**src/rtl/vliw_pkg.sv**
```systemverilog
// Shared constants for the two-slot VLIW execute block: data width, opcode map and
// the bit positions of the slot opcode fields inside the instruction word.
package vliw_pkg;

    localparam int WIDTH = 8;
    localparam int OPW   = 8;

    localparam int SLOT1_MSB = 31;
    localparam int SLOT1_LSB = 24;
    localparam int SLOT2_MSB = 23;
    localparam int SLOT2_LSB = 16;

    localparam logic [OPW-1:0] OP_ADD   = 8'h00;
    localparam logic [OPW-1:0] OP_SUB   = 8'h01;
    localparam logic [OPW-1:0] OP_AND   = 8'h02;
    localparam logic [OPW-1:0] OP_OR    = 8'h03;
    localparam logic [OPW-1:0] OP_XOR   = 8'h04;
    localparam logic [OPW-1:0] OP_NOT   = 8'h05;
    localparam logic [OPW-1:0] OP_SHL   = 8'h06;
    localparam logic [OPW-1:0] OP_SHR   = 8'h07;
    localparam logic [OPW-1:0] OP_MUL   = 8'h08;
    localparam logic [OPW-1:0] OP_PASSA = 8'h09;
    localparam logic [OPW-1:0] OP_PASSB = 8'h0A;
    localparam logic [OPW-1:0] OP_INC   = 8'h0B;
    localparam logic [OPW-1:0] OP_DEC   = 8'h0C;

endpackage

```
**src/rtl/vliw_alu.sv**
```systemverilog
// Combinational single-slot ALU; arithmetic wraps modulo 2^WIDTH and unknown
// opcodes yield zero.
module vliw_alu
    import vliw_pkg::*;
#(
    parameter int WIDTH = vliw_pkg::WIDTH,
    parameter int OPW   = vliw_pkg::OPW
) (
    input  logic [OPW-1:0]   opcode,
    input  logic [WIDTH-1:0] a,
    input  logic [WIDTH-1:0] b,
    output logic [WIDTH-1:0] y
);

    always_comb begin
        y = '0;
        case (opcode)
            OP_ADD:   y = a + b;
            OP_SUB:   y = a - b;
            OP_AND:   y = a & b;
            OP_OR:    y = a | b;
            OP_XOR:   y = a ^ b;
            OP_NOT:   y = ~a;
            // Only the low three bits of B form the shift amount.
            OP_SHL:   y = a << b[2:0];
            OP_SHR:   y = a >> b[2:0];
            OP_MUL:   y = a * b;
            OP_PASSA: y = a;
            OP_PASSB: y = b;
            OP_INC:   y = a + WIDTH'(1);
            OP_DEC:   y = a - WIDTH'(1);
            default:  y = '0;
        endcase
    end

endmodule

```
**src/rtl/vliw_processor.sv**
```systemverilog
// Two-slot VLIW execute stage: both slots share one operand pair and each result
// is registered, giving one cycle of latency.
module vliw_processor
    import vliw_pkg::*;
#(
    parameter int WIDTH = vliw_pkg::WIDTH,
    parameter int OPW   = vliw_pkg::OPW
) (
    input  logic             clk,
    input  logic             rst,
    input  logic [31:0]      instruction,
    input  logic [WIDTH-1:0] operand1,
    input  logic [WIDTH-1:0] operand2,
    output logic [WIDTH-1:0] result1,
    output logic [WIDTH-1:0] result2
);

    logic [OPW-1:0]   op1;
    logic [OPW-1:0]   op2;
    logic [WIDTH-1:0] alu1_y;
    logic [WIDTH-1:0] alu2_y;
    logic             unused_reserved;

    assign op1 = instruction[SLOT1_MSB:SLOT1_LSB];
    assign op2 = instruction[SLOT2_MSB:SLOT2_LSB];

    // Reserved field is intentionally ignored.
    assign unused_reserved = ^instruction[15:0];

    vliw_alu #(
        .WIDTH (WIDTH),
        .OPW   (OPW)
    ) u_alu1 (
        .opcode (op1),
        .a      (operand1),
        .b      (operand2),
        .y      (alu1_y)
    );

    vliw_alu #(
        .WIDTH (WIDTH),
        .OPW   (OPW)
    ) u_alu2 (
        .opcode (op2),
        .a      (operand1),
        .b      (operand2),
        .y      (alu2_y)
    );

    always_ff @(posedge clk or posedge rst) begin
        if (rst) begin
            result1 <= '0;
            result2 <= '0;
        end else begin
            result1 <= alu1_y;
            result2 <= alu2_y;
        end
    end

endmodule

```
**config.mk**
```make
export PLATFORM = sky130hd
export DESIGN_NAME = vliw_processor
export DESIGN_NICKNAME = d
export VERILOG_FILES = /design/src/rtl/vliw_pkg.sv /design/src/rtl/vliw_alu.sv /design/src/rtl/vliw_processor.sv
export SDC_FILE = /design/constraint.sdc
export NUM_CORES = 1
export LEC_CHECK = 0
export CELL_PAD_IN_SITES_DETAIL_PLACEMENT = 1
export CELL_PAD_IN_SITES_GLOBAL_PLACEMENT = 2
export CORE_MARGIN = 2
export CORE_UTILIZATION = 32
export DETAILED_ROUTE_END_ITERATION = 8
export PLACE_DENSITY_LB_ADDON = 0.25
export SYNTH_ARGS = -nofsm -noshare
export SYNTH_HDL_FRONTEND = slang
export SYNTH_SLANG_ARGS = --single-unit
export TNS_END_PERCENT = 50
```
**constraint.sdc**
```tcl
create_clock -name clk -period 0.8 [get_ports clk]
set_input_delay 0.2 -clock clk [delete_from_list [all_inputs] [get_ports clk]]
set_output_delay 0.2 -clock clk [all_outputs]
set_load 0.01 [all_outputs]
```
==> metrics.yaml, run 1 <==
outcome: "finished with violations"
violations: "negative setup slack"
max_freq_mhz: 266
cts_tree: "yes"
drt_iter0_markers: 569
synth_top_area_share: 0.112
post-route-period-util: 4.70
p_sw_mw: 3.98
cts_buffers: 3
max-slew-margin-rel: 0.586
io_pins: 66
cp-startpoint: "operand1[3]"
combPwrFrac: 0.783
drive_above_1_share: 0.493
die_area_um2: 15700
fp.dieH_um: 125
fin_ws_ps: -2960
clk_path_buf_depth: 2
grt_pass1_wl_mm: 42.8
peakVddDrop_mv: 0.658
crit_type: "in -> reg"
clk_pin_slew_ps: 50
wire_per_inst_um: 27.4
switching_share: 0.436
worst_setup_path_end_kind: "flip-flop"
worst_slew_pin_slew_ps: 615
ys_seq_area_frac: 0.0852
crit_path_end: "result2[6]"
power_frac_clock: 0.125
area_delta_synth_final_pct: 79.0
viasPerCell: 5.97
setup_viol: 32
power.density_nw_per_um2: 1090
synth_nets: 761
startpoint_type: "input pin"
io_buffers: 49
detail-route-antenna-nets: 0
cp_max_fo: 3
synthArstFlopShare: 1.00
rows: 44
cts-htree-levels: 1
synth_top_area_cell: "ha_1"
grt_pass1_vias: 6997
slew_violations: 0
p_seq_frac: 0.092
ff_latch_area_um2: 400
clk_root_buffer_cell: "clkbuf_16"
synth_edf_count: 0
multi_input_comb_area_um2: 4560
required_ps: 930
avgSynthCellArea_um2: 7.18
rsz0062_at_grt: "true"
synthTopCellsByArea: "ha_1 11%, dfrtp_1 8.5%, fa_1 6.0%"
synth-seq-cells: 16
gp_congestion: 1.03
synth_area_um2: 4700
nets: 1055
fillCellCount: 1736
synthTopCellsByCount: "74 x nor2_1, 60 x nand2_1, 46 x inv_1"
hold_viol: 0
dp_hpwl_mm: 22.8
drt-total-wl_mm: 31.1
synth_cells: 655
leakagePower_nw: 3.86
antenna_found_initial: 2
yosys_warnings: 0
grt_max_degree: 24
hold_class: "in -> async"
cts_num_sinks: 16
synth_cell_type_count: 69
synth.most_common_cell: "nor2_1"
pre_cts_ws_ps: -3630
grt_overflow: 0
ys.flop_type: "dfrtp_1"
internal-power_mw: 5.15
die_w_um: 125
drtPass1Iterations: 5
vias: 6764
finalCriticalPeriod_ps: 3760
fp.coreArea_um2: 14400
drc: 0
cap_violations: 0
initial_core_util: 0.326
grtUsageTotal: 0.363
fin_tns_setup_ps: -35010
cp.arrival_ps: 3880
layout make-up:
type	count	share of cell area
Antenna cell	1	0.000297
Inverter	49	0.0268
Multi-Input combinational cell	542	0.542
Clock buffer	4	0.0106
Timing Repair Buffer	337	0.345
Tap cell	184	0.0274
Sequential cell	16	0.0476
metal layers:
metal / share of wire / vias to the layer above / global-route usage
met4: 0.073 / 0 / 0.199
li1: - / 2954 / -
met3: 0.067 / 135 / 0.0586
met5: 0 / - / 0
met2: 0.47 / 373 / 0.616
met1: 0.39 / 3302 / 0.439
timing repair:
action | in CTS | in global routing
gates resized for setup | 282 | 99
pin swaps | 56 | 57
gates cloned | 0 | 1
hold buffers | 0 | 0
endpoints found under the setup margin | 32 | 32
hold endpoints to repair | 0 | 0
setup buffers | 19 | 20
layout by cell type (no fill, tap or decap), types with 9 or more instances in the layout:
cell / netlist / layout
buf_12: 0 / 10
ha_4: 0 / 16
nor2_2: 1 / 13
o21ai_0: 28 / 20
xor2_1: 10 / 9
inv_2: 0 / 12
nand4_1: 10 / 10
inv_1: 46 / 27
buf_4: 0 / 239
nand3_1: 18 / 16
ha_1: 42 / 24
a21oi_1: 33 / 28
nor3_1: 20 / 19
nand2_1: 60 / 53
mux2i_1: 15 / 13
nor2_4: 1 / 10
fa_1: 14 / 9
xnor2_1: 28 / 28
nor2b_1: 16 / 13
buf_6: 1 / 45
nor2_1: 74 / 53
dfrtp_1: 16 / 16
buf_2: 15 / 17
worst max-delay path: stages:
cell     delay, ps
buf_4          130
ha_4           130
inv_1           60
fa_1           510
inv_1          100
ha_4           300
inv_2           40
fa_1           470
fa_1           570
inv_2           60
ha_4           220
buf_4          130
buf_6          110
buf_6          100
xor2_1         130
buf_4          170
buf_12         100
o22ai_2         60
a22oi_1        180
nand3_1        110
stage by stage:
step | instance area [um2] | utilization | power, mW | cells | hold slack (ps)
final | 8410 | 0.583 | 9.13 | 1133 | 257
after detailed placement | 7190 | 0.499 | 5.95 | 1090 | 528
after global routing | 8410 | 0.583 | 9.40 | 1132 | 289
after global placement | 7190 | 0.499 | 5.82 | 1090 | 529
after floorplan | 4810 | - | 3.34 | 655 | 114
after CTS | 7830 | 0.543 | 7.67 | 1113 | 264
logic make-up after synthesis:
| group | after synthesis | synth area share |
|---|---|---|
| simple gates | 246 | 0.257 |
| compound gates | 174 | 0.257 |
| buf+inv | 97 | 0.0830 |
| fa+ha+maj | 56 | 0.171 |
| xor+xnor | 40 | 0.0804 |
| mux | 26 | 0.0663 |
| flops | 16 | 0.0852 |
worst min path at each step:
stage | cells past startpoint | endpoint | slack, ps | start
finish | 3 | result1[1] | 260 | rst
global route | 3 | result1[1] | 290 | rst
CTS | 3 | result1[4] | 260 | rst
floorplan | 1 | result1[0] | 110 | rst
global placement | 3 | result1[4] | 530 | rst
detailed placement | 3 | result1[1] | 530 | rst
power by group through the flow:
stage | Clock (mW) | Sequential (mW) | Combinational [mW]
final | 1.14 | 0.838 | 7.15
after global routing | 1.16 | 0.840 | 7.39
after CTS | 1.14 | 0.838 | 5.69
after detailed placement | 0 | 0.853 | 5.09
after global placement | 0 | 0.852 | 4.96
after floorplan | 0 | 0.864 | 2.47
sequential cells by signal, indices dropped and copies added (netlist names):
name     cells
result2      8
result1      8
Power figures use the tool's default switching activity.
==> inputs of run 2 (changes only) <==
--- a/config.mk
+++ b/config.mk
@@ -11,6 +11,8 @@
 export CORE_UTILIZATION = 32
 export DETAILED_ROUTE_END_ITERATION = 8
 export PLACE_DENSITY_LB_ADDON = 0.25
+export RECOVER_POWER = 50
+export SETUP_SLACK_MARGIN = 0.3
 export SYNTH_ARGS = -nofsm -noshare
 export SYNTH_HDL_FRONTEND = slang
 export SYNTH_SLANG_ARGS = --single-unit
==> run 2 against run 1 <==
The flow still finishes with violations (negative setup slack). Wire length shrank 0.48%. Sequential power is essentially flat. Utilization shrank 0.62 points. Sequential cell count is the same. Critical path type unchanged.
==> metrics.yaml, run 2 (same netlist as run 1, synthesis figures left out) <==
outcome: "finished with violations"
violations: "negative setup slack"
gp_congestion: 1.01
leakagePower_nw: 3.76
dp.cells: 1083
drt_iter0_markers: 462
worst_slew_pin_slew_ps: 703
cts_buffers: 3
startpoint_type: "input pin"
most-common-layout-cells: "240 x buf_4, 54 x nor2_1, 54 x nand2_1"
drtPass1Iterations: 6
fin_ws_ps: -2990
area_delta_synth_final_pct: 77.0
crit_chain: "buf_6 -> buf_6 -> ha_4 -> fa_2 -> fa_1 -> ha_1 -> inv_1 -> fa_1 -> inv_2 -> ha_4 -> a21o_1 -> a21oi_2 -> xnor3_1 -> xnor3_2 -> o2111ai_2 -> a221o_1"
cap_violations: 0
multi_input_comb_area_um2: 4580
grt_overflow: 0
hold_viol: 0
worst_setup_path_end_kind: "flip-flop"
n_antenna_cell: 0
setup_viol: 32
fp.coreArea_um2: 14400
crit_buf_inv: 4
die_area_um2: 15700
nets: 1051
cts-htree-levels: 1
stdcell_count: 1128
grtUsageMet1: 0.461
drc: 0
required_ps: 930
grt_pass1_vias: 7193
max-slew-margin-rel: 0.528
initial_core_util: 0.326
slew_violations: 0
cts_num_sinks: 16
critPathSlowestCell: "fa_1"
top_regs: "result1 (8), result2 (8)"
clk_pin_slew_ps: 50
crit_type: "in -> reg"
viasPerCell: 6.01
clk_root_buffer_cell: "clkbuf_16"
power.density_nw_per_um2: 1060
ff_latch_area_um2: 400
cpPeakStageDelay_ps: 520
grtUsageMet2: 0.652
dp_hpwl_mm: 22.7
drt-total-wl_mm: 30.9
peakVddDrop_mv: 0.759
antenna_found_initial: 0
die_w_um: 125
cp.arrival_ps: 3920
wire_per_inst_um: 27.4
grt_busiest_layer: "met2"
fp.dieH_um: 125
grtUsageTotal: 0.373
cts_tree: "yes"
detail-route-antenna-nets: 0
cp_max_fo: 4
finalCriticalPeriod_ps: 3790
final_util: 0.577
fillCellCount: 1730
io_pins: 66
fin_tns_setup_ps: -35350
holdBufCountCts: 0
vias: 6780
use_met3: 0.0436
grt_max_degree: 19
hold_class: "in -> async"
rsz0062_at_grt: "true"
rows: 44
drive_above_1_share: 0.483
clk_path_buf_depth: 2
cp_top_family: "adder cells"
io_buffers: 49
grt_pass1_wl_mm: 44.7
post-route-period-util: 4.73
max_freq_mhz: 264
layout_commonest_cell: "buf_4"
-- run 2: through the flow --
| step | total power [mW] | instance area [um2] | setup slack, ps | hold slack, ps |
|---|---|---|---|---|
| floorplan | 3.38 | 4890 | -2830 | 114 |
| global placement | 5.85 | 7190 | -3520 | 532 |
| detailed placement | 5.99 | 7190 | -3570 | 543 |
| CTS | 8.12 | 8120 | -2860 | 284 |
| global route | 9.11 | 8320 | -3030 | 424 |
| finish | 8.82 | 8320 | -2990 | 350 |
-- run 2: tightest hold or removal path: cells and delay by family --
kind | cells | cell delay (ps)
buf+inv | 3 | 820
-- run 2: worst max-delay path by stage --
stage,startpoint,endpoint,slack [ps],depth (start not counted)
after CTS,operand1[2],result1[7],-2860,16
final,operand1[2],result1[7],-2990,16
after global routing,operand1[2],result1[7],-3030,16
after floorplan,operand1[2],result1[7],-2830,16
after detailed placement,operand2[2],result1[7],-3570,15
after global placement,operand1[3],result1[7],-3520,16
-- run 2: layout make-up --
type / instances / area share
Tap cell: 184 / 0.0277
Inverter: 49 / 0.0262
Clock buffer: 4 / 0.0107
Sequential cell: 16 / 0.0481
Timing Repair Buffer: 333 / 0.338
Multi-Input combinational cell: 542 / 0.550
-- run 2: where the power goes --
group          leakage, nW  switching (mW)  internal (mW)  total, mW
Sequential           0.221         0.00654          0.832      0.838
Combinational         3.50            3.58           3.28       6.86
Clock               0.0442           0.354          0.761       1.12
-- run 2: what timing repair did --
action,CTS,global route
setup buffers,35,5
gates cloned,1,0
resized for setup,301,41
setup endpoints to repair,32,32
pin swaps,67,42
-- run 2: metal layers --
metal  vias to the layer above  part of all wire
met2                       357              0.48
met1                      3359              0.39
li1                       2944                 -
met4                         0             0.069
met5                         -                 0
met3                       120             0.065
